$ cat config.mk
export PLATFORM = sky130hd
export DESIGN_NAME = hazard_scoreboard
export DESIGN_NICKNAME = d
export VERILOG_FILES = /design/src/rtl/pipe_pkg.sv /design/src/rtl/hazard_scoreboard_match.sv /design/src/rtl/hazard_scoreboard.sv
export SDC_FILE = /design/constraint.sdc
export NUM_CORES = 1
export LEC_CHECK = 0
export ABC_CLOCK_PERIOD_IN_PS = 5510
export BUFFER_PORTS_ARGS = -buffer_cell sky130_fd_sc_hd__buf_2
export CAP_MARGIN = 20
export CELL_PAD_IN_SITES_DETAIL_PLACEMENT = 1
export CELL_PAD_IN_SITES_GLOBAL_PLACEMENT = 1
export CORE_ASPECT_RATIO = 0.9
export CORE_MARGIN = 8
export CORE_UTILIZATION = 44
export CTS_CLUSTER_SIZE = 20
export DETAILED_ROUTE_END_ITERATION = 8
export GPL_ROUTABILITY_DRIVEN = 0
export PLACE_DENSITY_LB_ADDON = 0.08
export SLEW_MARGIN = 20
export SYNTH_ARGS = -nofsm -noshare
export SYNTH_HDL_FRONTEND = slang
export SYNTH_SLANG_ARGS = --single-unit
$ cat constraint.sdc
create_clock -name clk -period 5.51 [get_ports clk]
set_clock_uncertainty 0.15 [all_clocks]
set_input_delay 0.551 -clock clk [delete_from_list [all_inputs] [get_ports clk]]
set_output_delay 0.551 -clock clk [all_outputs]
set_load 0.005 [all_outputs]
$ cat src/rtl/pipe_pkg.sv
// Shared definitions for the ID/EX hazard scoreboard: op classes, FSM states,
// forward-select encoding and the per-class availability rule.
package pipe_pkg;

    localparam logic [1:0] CLASS_ALU  = 2'd0;
    localparam logic [1:0] CLASS_LOAD = 2'd1;
    localparam logic [1:0] CLASS_MUL  = 2'd2;
    localparam logic [1:0] CLASS_LINK = 2'd3;

    typedef enum logic [1:0] {
        ST_IDLE     = 2'd0,
        ST_MUL_BUSY = 2'd1,
        ST_FLUSH    = 2'd2
    } hz_state_e;

    // Forward select 0 means "take the operand from the write-through regfile".
    localparam int FSEL_REGFILE = 0;

    // Earliest table index a producer must occupy for its result to be forwardable.
    // Loads deliver data out of MEM; ALU, LINK and MUL results exist once out of EX.
    function automatic int avail_stage(input logic [1:0] cls);
        return (cls == CLASS_LOAD) ? 2 : 1;
    endfunction

endpackage

$ cat src/rtl/hazard_scoreboard_match.sv
// Priority match of one source register against the in-flight destination table.
// Youngest (lowest index) valid match wins; reports whether it is forwardable next cycle.
module hazard_match
    import pipe_pkg::*;
#(
    parameter int REG_AW = 5,
    parameter int DEPTH  = 3,
    parameter int IDX_W  = 2
) (
    input  logic [DEPTH-1:0]             tbl_vld,
    input  logic [DEPTH-1:0][REG_AW-1:0] tbl_rd,
    input  logic [DEPTH-1:0][1:0]        tbl_cls,
    input  logic [REG_AW-1:0]            rs,
    input  logic                         use_src,
    output logic                         hit,
    output logic [IDX_W-1:0]             idx,
    output logic                         avail
);

    // Scan oldest to youngest so the lowest matching index is the last one written.
    always_comb begin
        hit   = 1'b0;
        idx   = '0;
        avail = 1'b0;
        for (int i = DEPTH - 1; i >= 0; i--) begin
            if (use_src && (rs != '0) && tbl_vld[i] && (tbl_rd[i] == rs)) begin
                hit   = 1'b1;
                idx   = IDX_W'(i);
                // The producer will sit at i+1 when the consumer reaches EX.
                avail = ((i + 1) >= avail_stage(tbl_cls[i]));
            end
        end
    end

endmodule

$ cat src/rtl/hazard_scoreboard.sv
// ID/EX hazard scoreboard: tracks in-flight destinations, registers per-source
// forward selects, raises load-use / multicycle stalls and sequences redirect flushes.
module hazard_scoreboard
    import pipe_pkg::*;
#(
    parameter  int REG_AW    = 5,
    parameter  int DEPTH     = 3,
    parameter  int NSRC      = 2,
    parameter  int MUL_LAT   = 4,
    parameter  int REDIR_CYC = 2,
    localparam int FSEL_W    = $clog2(DEPTH + 1)
) (
    input  logic                     clk,
    input  logic                     rst_n,
    input  logic                     id_valid,
    input  logic [NSRC*REG_AW-1:0]   id_rs,
    input  logic [NSRC-1:0]          id_uses,
    input  logic                     id_rd_we,
    input  logic [REG_AW-1:0]        id_rd,
    input  logic [1:0]               id_class,
    input  logic                     ex_redirect,
    output logic                     stall_id,
    output logic                     flush_if_id,
    output logic                     flush_id_ex,
    output logic [NSRC*FSEL_W-1:0]   fwd_sel,
    output logic                     ex_hold
);

    localparam int CNT_MAX = (MUL_LAT > REDIR_CYC) ? MUL_LAT : REDIR_CYC;
    localparam int CNT_W   = $clog2(CNT_MAX + 1);

    logic [DEPTH-1:0]             vld_q, vld_d;
    logic [DEPTH-1:0][REG_AW-1:0] rd_q, rd_d;
    logic [DEPTH-1:0][1:0]        cls_q, cls_d;
    hz_state_e                    state_q, state_d;
    logic [CNT_W-1:0]             cnt_q, cnt_d;
    logic [NSRC-1:0][FSEL_W-1:0]  fsel_q, fsel_d;

    logic [NSRC-1:0]              hit, avail;
    logic [NSRC-1:0][FSEL_W-1:0]  idx;
    logic                         busy, redirect, raw_stall, advance, go_mul;

    for (genvar g = 0; g < NSRC; g++) begin : g_src
        hazard_match #(
            .REG_AW (REG_AW),
            .DEPTH  (DEPTH),
            .IDX_W  (FSEL_W)
        ) u_match (
            .tbl_vld (vld_q),
            .tbl_rd  (rd_q),
            .tbl_cls (cls_q),
            .rs      (id_rs[g*REG_AW +: REG_AW]),
            .use_src (id_uses[g]),
            .hit     (hit[g]),
            .idx     (idx[g]),
            .avail   (avail[g])
        );
    end

    // Stall / flush decisions; a redirect overrides any pending data hazard, and
    // a redirect while a MUL holds EX cannot be real so it is ignored.
    always_comb begin
        busy      = (state_q == ST_MUL_BUSY);
        redirect  = ex_redirect && !busy;
        raw_stall = 1'b0;
        for (int k = 0; k < NSRC; k++) begin
            if (hit[k] && !avail[k]) raw_stall = 1'b1;
        end
        stall_id    = id_valid && !redirect && (busy || raw_stall);
        flush_id_ex = redirect;
        flush_if_id = redirect || (state_q == ST_FLUSH);
        ex_hold     = busy;
        advance     = id_valid && !stall_id && !redirect;
        go_mul      = advance && (id_class == CLASS_MUL);
    end

    // Destination table shift; while a MUL holds EX, index 0 freezes and a bubble opens at 1.
    always_comb begin
        vld_d = vld_q;
        rd_d  = rd_q;
        cls_d = cls_q;
        for (int i = DEPTH - 1; i >= 1; i--) begin
            vld_d[i] = vld_q[i-1];
            rd_d[i]  = rd_q[i-1];
            cls_d[i] = cls_q[i-1];
        end
        if (busy) begin
            vld_d[0] = vld_q[0];
            rd_d[0]  = rd_q[0];
            cls_d[0] = cls_q[0];
            vld_d[1] = 1'b0;
        end else begin
            vld_d[0] = advance && id_rd_we && (id_rd != '0);
            rd_d[0]  = id_rd;
            cls_d[0] = id_class;
        end
    end

    // Control FSM: MUL occupancy countdown and redirect flush tail.
    always_comb begin
        state_d = state_q;
        cnt_d   = cnt_q;
        case (state_q)
            ST_IDLE, ST_FLUSH: begin
                if (redirect) begin
                    // A redirect during FLUSH restarts the tail count.
                    if (REDIR_CYC > 1) begin
                        state_d = ST_FLUSH;
                        cnt_d   = CNT_W'(REDIR_CYC - 1);
                    end else begin
                        state_d = ST_IDLE;
                    end
                end else if (go_mul) begin
                    state_d = ST_MUL_BUSY;
                    cnt_d   = CNT_W'(MUL_LAT - 1);
                end else if (state_q == ST_FLUSH) begin
                    cnt_d = cnt_q - CNT_W'(1);
                    if (cnt_q == CNT_W'(1)) state_d = ST_IDLE;
                end
            end
            ST_MUL_BUSY: begin
                // The MUL spends MUL_LAT-1 held cycles plus its completing cycle in EX.
                cnt_d = cnt_q - CNT_W'(1);
                if (cnt_q == CNT_W'(1)) state_d = ST_IDLE;
            end
            default: begin
                state_d = ST_IDLE;
                cnt_d   = '0;
            end
        endcase
    end

    // Forward selects follow the instruction into EX and hold while it waits in ID.
    always_comb begin
        fsel_d = fsel_q;
        if (advance) begin
            for (int k = 0; k < NSRC; k++) begin
                fsel_d[k] = (hit[k] && avail[k]) ? (idx[k] + FSEL_W'(1))
                                                 : FSEL_W'(FSEL_REGFILE);
            end
        end
    end

    assign fwd_sel = fsel_q;

    // State registers.
    always_ff @(posedge clk or negedge rst_n) begin
        if (!rst_n) begin
            vld_q   <= '0;
            rd_q    <= '0;
            cls_q   <= '0;
            state_q <= ST_IDLE;
            cnt_q   <= '0;
            fsel_q  <= '0;
        end else begin
            vld_q   <= vld_d;
            rd_q    <= rd_d;
            cls_q   <= cls_d;
            state_q <= state_d;
            cnt_q   <= cnt_d;
            fsel_q  <= fsel_d;
        end
    end

endmodule

==> impl_results.md, run 1 <==
- Routed Antenna Nets: 0
- Met3 usage: 5.049%
- H-tree levels: 2
- Root buffer cell: clkbuf_8
- Total via count after detailed routing: 1,267
- Busiest grt layer: met2
- DRT iter0 DRCs: 54
- Largest net degree at the start of global routing: 30
- P_sw: 171.3 uW
- Power share of the clock group: 32.1%
- Antenna violations before repair: 0
- Cell-internal power: 395.3 uW
- Layout Nets: 225
- MaxCap Viol Count: 0
- Total CTS buffers: 5
- Synthesized area per cell: 9.706 um2
- WP data arrival: 2110 ps
- Global-route wire length before repair: 6596 um
- DRT Pass-1 Iters: 4
- Post-DR vias/cell: 5.193
- # clock sinks: 29
- IO Port Bufs: 31
- Logic pwr share: 21.2%
- CP Capture Type: output port
- Clock-pin slew on the worst setup and hold paths: 70 ps
- Syn Inst Count: 165
- EDFF count, synth: 0
- Vias in the first global route: 1,366
- Met2 Track Usage GR: 20.89%
- Overall Power: 566.6 uW
- Worst vdd ir: 160.3 uV
- Sw Ratio: 30.24%
- GRT met1 Usage: 19.85%
- Status: complete, no violations
- CP Data Required Time: 4810 ps
- Async SR Flop Fraction: 100.0%
- Final hold vios: 0
- Minimum clock period: 2812 ps
- Post-layout util: 55.22%
- Final period util: 51.03%
- Pleak: 0.9078 nW
- Critical path's largest stage delay: 440 ps
- Share of layout cells above drive strength 1: 24.50%
- Yosys warns: 0
- Crit Path Class: reg2out
- Worst min path class: in2async
- CTS max path bufs: 2
- Num ports: 32
- Relative slew margins: 58.74%
- Flop pwr share: 46.7%
- Routed wire length: 3994 um
- Core Box Area: 3428 um2
- CP max-delay cell: dfrtp_1
- Pwr dens: 299.3 nW/um2
- Worst-margin pin slew: 618.9 ps
- Post-CTS Resized: 0
- Final Setup Violations: 0
- Drt drc: 0
- Seq/Total Area, Yosys: 45.31%
- Die H: 73.24 um
- Die ar.: 5829 um2
- Initial core utilization: 46.72%
- Worst Setup Start Kind: flop
- CTS tree: built
- GRT Total Usage: 14.88%
- Cts hold-fix bufs: 0
- Synthesis-stage register bit count: 29
- Critical path fanouts, max: 7
- FP Rows: 20
- GRT Residual Overflow: 0
- WL per Instance: 16.37 um
- Die W: 79.60 um
- Fmax: 0.3556 GHz
- Max Slew Vio Count: 0
- RSZ-0062 raised after global routing: no
- Fin Setup TNS: 0 ps
- CP Cell Sequence: xor2_1, nor4_1, nand4b_2, a21oi_2, a22o_1, buf_2
- Yosys cell types: 34
- Worst-Skew Late Latency: 280 ps
- Layout area overhead: 18.20%
- Most used DFF post-synth: dfrtp_1
- Mapped cell area: 1602 um2
- Syn nets: 191
- Antenna diode count: 0
- Post-CTS Setup Inserts: 0
- HPWL after DPL: 3229 um
==> area by class of cell <==
cell class,instances,area (um2)
Sequential cell,29,725.7
Tap cell,44,55.05
Inverter,3,11.26
Clock buffer,6,82.58
Multi-Input combinational cell,129,849.6
Timing Repair Buffer,31,155.1
Clock inverter,2,13.76
Fill cell,424,1535
==> cells in the final DEF, fill, tap and decap left out, drive strengths merged, types with 3 or more instances in the layout <==
| cell | synthesis | routed |
|---|---|---|
| buf | 0 | 31 |
| nand2 | 29 | 29 |
| dfrtp | 29 | 29 |
| xor2 | 17 | 17 |
| xnor2 | 15 | 15 |
| o21ai | 14 | 14 |
| nor2 | 7 | 7 |
| clkbuf | 4 | 6 |
| a21oi | 6 | 6 |
| nor4 | 4 | 4 |
| nor3 | 4 | 4 |
| nand2b | 3 | 3 |
| or4 | 3 | 3 |
| nor2b | 3 | 3 |
| mux2 | 3 | 3 |
| clkinv | 1 | 3 |
==> kinds of logic after synthesis <==
| family | Yosys count | share of synthesized area [%] |
|---|---|---|
| DFF | 29 | 45.31 |
| AOI/OAI and AO/OA | 24 | 8.750 |
| adders and majority gates | 2 | 1.562 |
| muxes | 4 | 3.203 |
| buffers and inverters | 7 | 1.640 |
| xor gates and xnor gates | 32 | 17.50 |
| and+or+nand+nor | 67 | 22.03 |
==> per-stage QoR <==
stage	instance area, um2	std cells	worst slack, ps	hold slack, ps
2_1_floorplan	1602	165	3116	105.4
3_3_place_gp	1797	236	2795	267.7
3_5_place_dp	1797	236	2758	256.8
4_1_cts	1893	244	2667	143.7
5_1_grt	1893	244	2550	176.2
6_report	1893	244	2698	128.0
==> registers in the layout (all words and copies together) (netlist names) <==
name / count
rd_d: 10
state_q: 2
rd_q: 5
cls_d: 2
fwd_sel: 4
vld_q: 3
cnt_q: 3
==> final timing paths <==
kind	cells past startpoint	slack, ps	startpoint	end
min in group clk	0	260	vld_q[1]	vld_q[2]
hold / removal	1	130	rst_n	cls_d[3]
setup / recovery	6	2700	rd_d[6]	stall_id
setup reg to reg	6	3170	rd_d[6]	fwd_sel[0]
max in group asynchronous	1	4670	rst_n	vld_q[1]
hold reg to reg	0	260	vld_q[1]	vld_q[2]
==> metal layers <==
metal	routed length [um]	vias to the layer above
met5	0	-
met4	55	0
met3	206	7
met2	1676	27
met1	2055	597
li1	-	636
==> synth_stat cells (all sizes together) (2+ instances only) <==
cell,number,area share [%]
dfrtp,29,45
nand2,29,6.8
xor2,17,9.3
xnor2,15,8.2
o21ai,14,4.8
nor2,7,1.6
a21oi,6,2.1
clkbuf,4,0.94
nor3,4,1.3
nor4,4,1.6
mux2,3,2.6
nand2b,3,1.2
nor2b,3,1.2
or4,3,1.4
and2,2,0.78
ha,2,1.6
inv,2,0.47
nand3,2,0.63
nand4,2,0.78
nand4b,2,1.9
nor3b,2,0.94
o22ai,2,0.78
or2,2,0.94
==> critical path: cells and delay by family (launching register included) <==
kind                   cells  cell delay, ps
AND/OR/NAND/NOR            2             580
AO/OA/AOI/OAI              2             510
flip-flops                 1             440
XOR/XNOR                   1             170
buffers and inverters      1             110
==> power groups by stage <==
stage                     clock network, mW  logic [mW]  registers (mW)
final                                 0.182       0.120           0.265
after global routing                  0.199       0.137           0.268
after CTS                             0.187       0.122           0.265
after detailed placement                  0       0.121           0.269
after global placement                    0       0.116           0.267
after floorplan                           0      0.0918           0.255
No activity file was read; power rests on OpenSTA's default activity.
==> run 2, diff against run 1 <==
- ABC_AREA: default -> 1
- ABC_CLOCK_PERIOD_IN_PS: 5510 -> 2600
- CORE_UTILIZATION: 44 -> 40
- clock period: 5.51 -> 2.6 ns (I/O delays scaled with it)
==> run 2 against run 1 <==
Utilization decreased by 5.8 points; setup slack got worse by 2200 ps; power is 120% higher; critical endpoint unchanged; highest routed layer unchanged; routed wire length increased by 17%; sequential power grew 110%; global-route usage up 0.24 points; critical path depth increased by 4; synthesized cell count is 32% higher; flip-flop and latch count unchanged; sequential share of layout area shrank 2.3 points; combinational power rose by 140%.
==> impl_results.md, run 2 <==
- Crit path to: stall_id (unchanged)
- Post-CTS Resized: 0 (unchanged)
- Most common cell after layout, fill and taps aside: nand2_1 (was buf_2)
- Flop pwr share: 44.9% (was 46.7%)
- Minimum clock period: 2114 ps
- Core Box Area: 4074 um2 (was 3428 um2)
- Routed wire length: 4688 um (was 3994 um)
- Final Setup Violations: 0 (unchanged)
- Async SR Flop Fraction: 100.0% (unchanged)
- Worst Setup Start Kind: flop (unchanged)
- CP Capture Type: output port (unchanged)
- Yosys cell types: 31 (was 34)
- Synth top area cells: dfrtp_1 (43%), nand2_1 (11%), xor2_1 (7.3%) (was dfrtp_1 (45%), xor2_1 (9.3%), xnor2_1 (8.2%))
- Sw Ratio: 31.76% (was 30.24%)
- Most frequent cells in the layout: nand2_1 (50), buf_2 (31), dfrtp_1 (29) (was buf_2 (31), nand2_1 (29), dfrtp_1 (29))
- Cts hold-fix bufs: 1 (was 0)
- Total CTS buffers: 5 (unchanged)
- H-tree levels: 2 (unchanged)
- Antenna diode count: 0 (unchanged)
- Final instance area: 2013 um2 (was 1893 um2)
- Crit Path Class: reg2out (unchanged)
- DRT iter0 DRCs: 37 (was 54)
- HPWL after DPL: 3748 um (was 3229 um)
- Synthesized area per cell: 7.754 um2 (was 9.706 um2)
- Yosys top cell by area: dfrtp_1 (unchanged)
- Routed Antenna Nets: 0 (unchanged)
- RSZ-0062 raised after global routing: no (unchanged)
- IO Port Bufs: 31 (unchanged)
- Largest net degree at the start of global routing: 30 (unchanged)
- CTS tree: built (unchanged)
- EDFF count, synth: 0 (unchanged)
- Leading cell type by number of instances after synthesis: nand2_1
- Top post-synthesis cells by count: nand2_1 (50), dfrtp_1 (29), inv_1 (28) (was dfrtp_1 (29), nand2_1 (29), xor2_1 (17))
- Die H: 77.67 um (was 73.24 um)
- Reg2reg path depth: 10 (was 6)
- Final period util: 81.31%
- DP Area: 1902 um2 (was 1797 um2)
- Antenna violations before repair: 0 (unchanged)
- Most used DFF post-synth: dfrtp_1 (unchanged)
- Final hold vios: 0 (unchanged)
- DRT Pass-1 Iters: 4 (unchanged)
- Clock-pin slew on the worst setup and hold paths: 60 ps (was 70 ps)
- Syn nets: 244 (was 191)
- Syn Inst Count: 218 (was 165)
- Layout area overhead: 19.10% (was 18.20%)
- WL per Instance: 15.37 um (was 16.37 um)
- # clock sinks: 29 (unchanged)
- Worst-Skew Late Latency: 280 ps (about the same)
- Layout Nets: 282 (was 225)
- Max Slew Vio Count: 0 (unchanged)
- Status: complete, no violations (unchanged)
- Filler cells: 537 (was 424)
- FP Rows: 22 (was 20)
- Storage element area: 725.7 um2 (unchanged)
- Fin Setup TNS: 0 ps (unchanged)
- Die W: 84.53 um (was 79.60 um)
- Worst-margin pin slew: 686.4 ps (was 618.9 ps)
- Die ar.: 6565 um2 (was 5829 um2)
- Critical path fanouts, max: 4 (was 7)
- WP data arrival: 1700 ps (was 2110 ps)
- CTS max path bufs: 2 (unchanged)
- Post-CTS Setup Inserts: 0 (unchanged)
- Reg2reg setup slack: 780 ps (was 3170 ps)
- Global-route wire length before repair: 7935 um (was 6596 um)
- Root buffer cell: clkbuf_8 (unchanged)
- Reg2Reg Capture Point: cnt_q[0] (was fwd_sel[0])
- Worst min path class: in2reg (was in2async)
- Yosys top cell area share: 42.93% (was 45.31%)
- Relative slew margins: 54.24% (was 58.74%)
- P_sw: 399.5 uW (was 171.3 uW)
- GRT met1 Usage: 20.51% (was 19.85%)
- Yosys warns: 0 (unchanged)
- GRT Residual Overflow: 0 (unchanged)
- MaxCap Viol Count: 0 (unchanged)
- Cell-internal power: 858.2 uW (was 395.3 uW)
- Logic pwr share: 22.6% (was 21.2%)
- Initial core utilization: 41.49% (was 46.72%)
- Overall Power: 1.258 mW (was 566.6 uW)
- Worst Setup SP: rd_d[6] (unchanged)
- GRT Total Usage: 15.12% (was 14.88%)
- Busiest grt layer: met2 (unchanged)
- Multi-input gate area: 817.0 um2 (was 849.6 um2)
- Reg2Reg Launch Point: rd_d[6] (unchanged)
- Met2 Track Usage GR: 23.27% (was 20.89%)
- Share of layout cells above drive strength 1: 25.68% (was 24.50%)
- Num ports: 32 (unchanged)
- Max reg flops: 10 (unchanged)
- Power share of the clock group: 32.5% (was 32.1%)
- Met3 usage: 4.316% (was 5.049%)
- Mapped cell area: 1690 um2 (was 1602 um2)
- Pleak: 1.109 nW (was 0.9078 nW)
- Pwr dens: 624.7 nW/um2 (was 299.3 nW/um2)
- Post-DR vias/cell: 4.777 (was 5.193)
- Synthesis-stage register bit count: 29 (unchanged)
- Drt drc: 0 (unchanged)
- Seq/Total Area, Yosys: 42.93% (was 45.31%)
- Total via count after detailed routing: 1,457 (was 1,267)
- CP Data Required Time: 2190 ps (was 4810 ps)
- Worst vdd ir: 284.9 uV (was 160.3 uV)
- Fmax: 0.4730 GHz
- Vias in the first global route: 1,614 (was 1,366)
-- run 2: cell types whose count changed after synthesis, moves of 5 or more --
cell,change
nand2_1,+21
o21ai_1,-5
nand3_1,+8
nor2_1,+17
nand2_2,+7
inv_2,+9
xnor2_1,-13
inv_1,+26
-- run 2: layout make-up --
cell class / instances / share of cell area (%)
clock inverters: 1 / 0.2486
clock buffers: 7 / 4.786
well taps: 48 / 2.983
repair buffers: 32 / 8.204
inverters: 38 / 7.147
flip-flops and latches: 29 / 36.05
multi-input cells: 150 / 40.58
-- run 2: worst min-delay path by stage --
| stage | from | endpoint | cells past startpoint |
|---|---|---|---|
| 3_3_place_gp | rst_n | rd_q[11] | 1 |
| 5_1_grt | id_class[0] | cls_d[2] | 3 |
| 6_report | id_rd[0] | rd_d[5] | 3 |
| 3_5_place_dp | rst_n | rd_q[11] | 1 |
| 4_1_cts | id_class[0] | cls_d[2] | 3 |
| 2_1_floorplan | rst_n | cls_d[2] | 0 |
-- run 2: through the flow --
stage | cells | hold WS [ps] | setup slack [ps] | util, %
floorplan | 218 | -185.6 | 1078 | -
global placement | 296 | 194.3 | 772.6 | 46.68
detailed placement | 296 | 181.2 | 781.6 | 46.68
CTS | 305 | 63.66 | 469.4 | 49.42
global route | 305 | 77.04 | 315.2 | 49.42
finish | 305 | 71.34 | 486.0 | 49.42
-- run 2: critical path, cell delays in order (launching register included) --
cell     delay (ps)
dfrtp_1         410
inv_1           140
nor2_1           70
nor3_2          210
nand3_2         140
nand2_2         120
nand2_4          60
nand2_1          70
nand2_1          60
inv_1            40
buf_2           100
-- run 2: logic make-up after synthesis --
kind of cell	synth area share (%)
AO/OA/AOI/OAI	8.143
buffers and inverters	8.734
adder cells (fa/ha/maj)	1.480
XOR/XNOR	8.290
flip-flops	42.93
AND/OR/NAND/NOR	30.42
-- run 2: power by group through the flow --
| stage | registers [mW] | logic, mW | clock network, mW |
|---|---|---|---|
| global route | 0.572 | 0.328 | 0.440 |
| global placement | 0.570 | 0.275 | 0 |
| detailed placement | 0.571 | 0.278 | 0 |
| CTS | 0.565 | 0.290 | 0.422 |
| finish | 0.564 | 0.284 | 0.409 |
| floorplan | 0.555 | 0.182 | 0 |
-- run 2: routing by layer --
metal / share of wire, % / vias to the layer above
li1: - / 756
met1: 51 / 677
met2: 45 / 22
met3: 4.2 / 2
met4: 0.19 / 0
met5: 0 / -
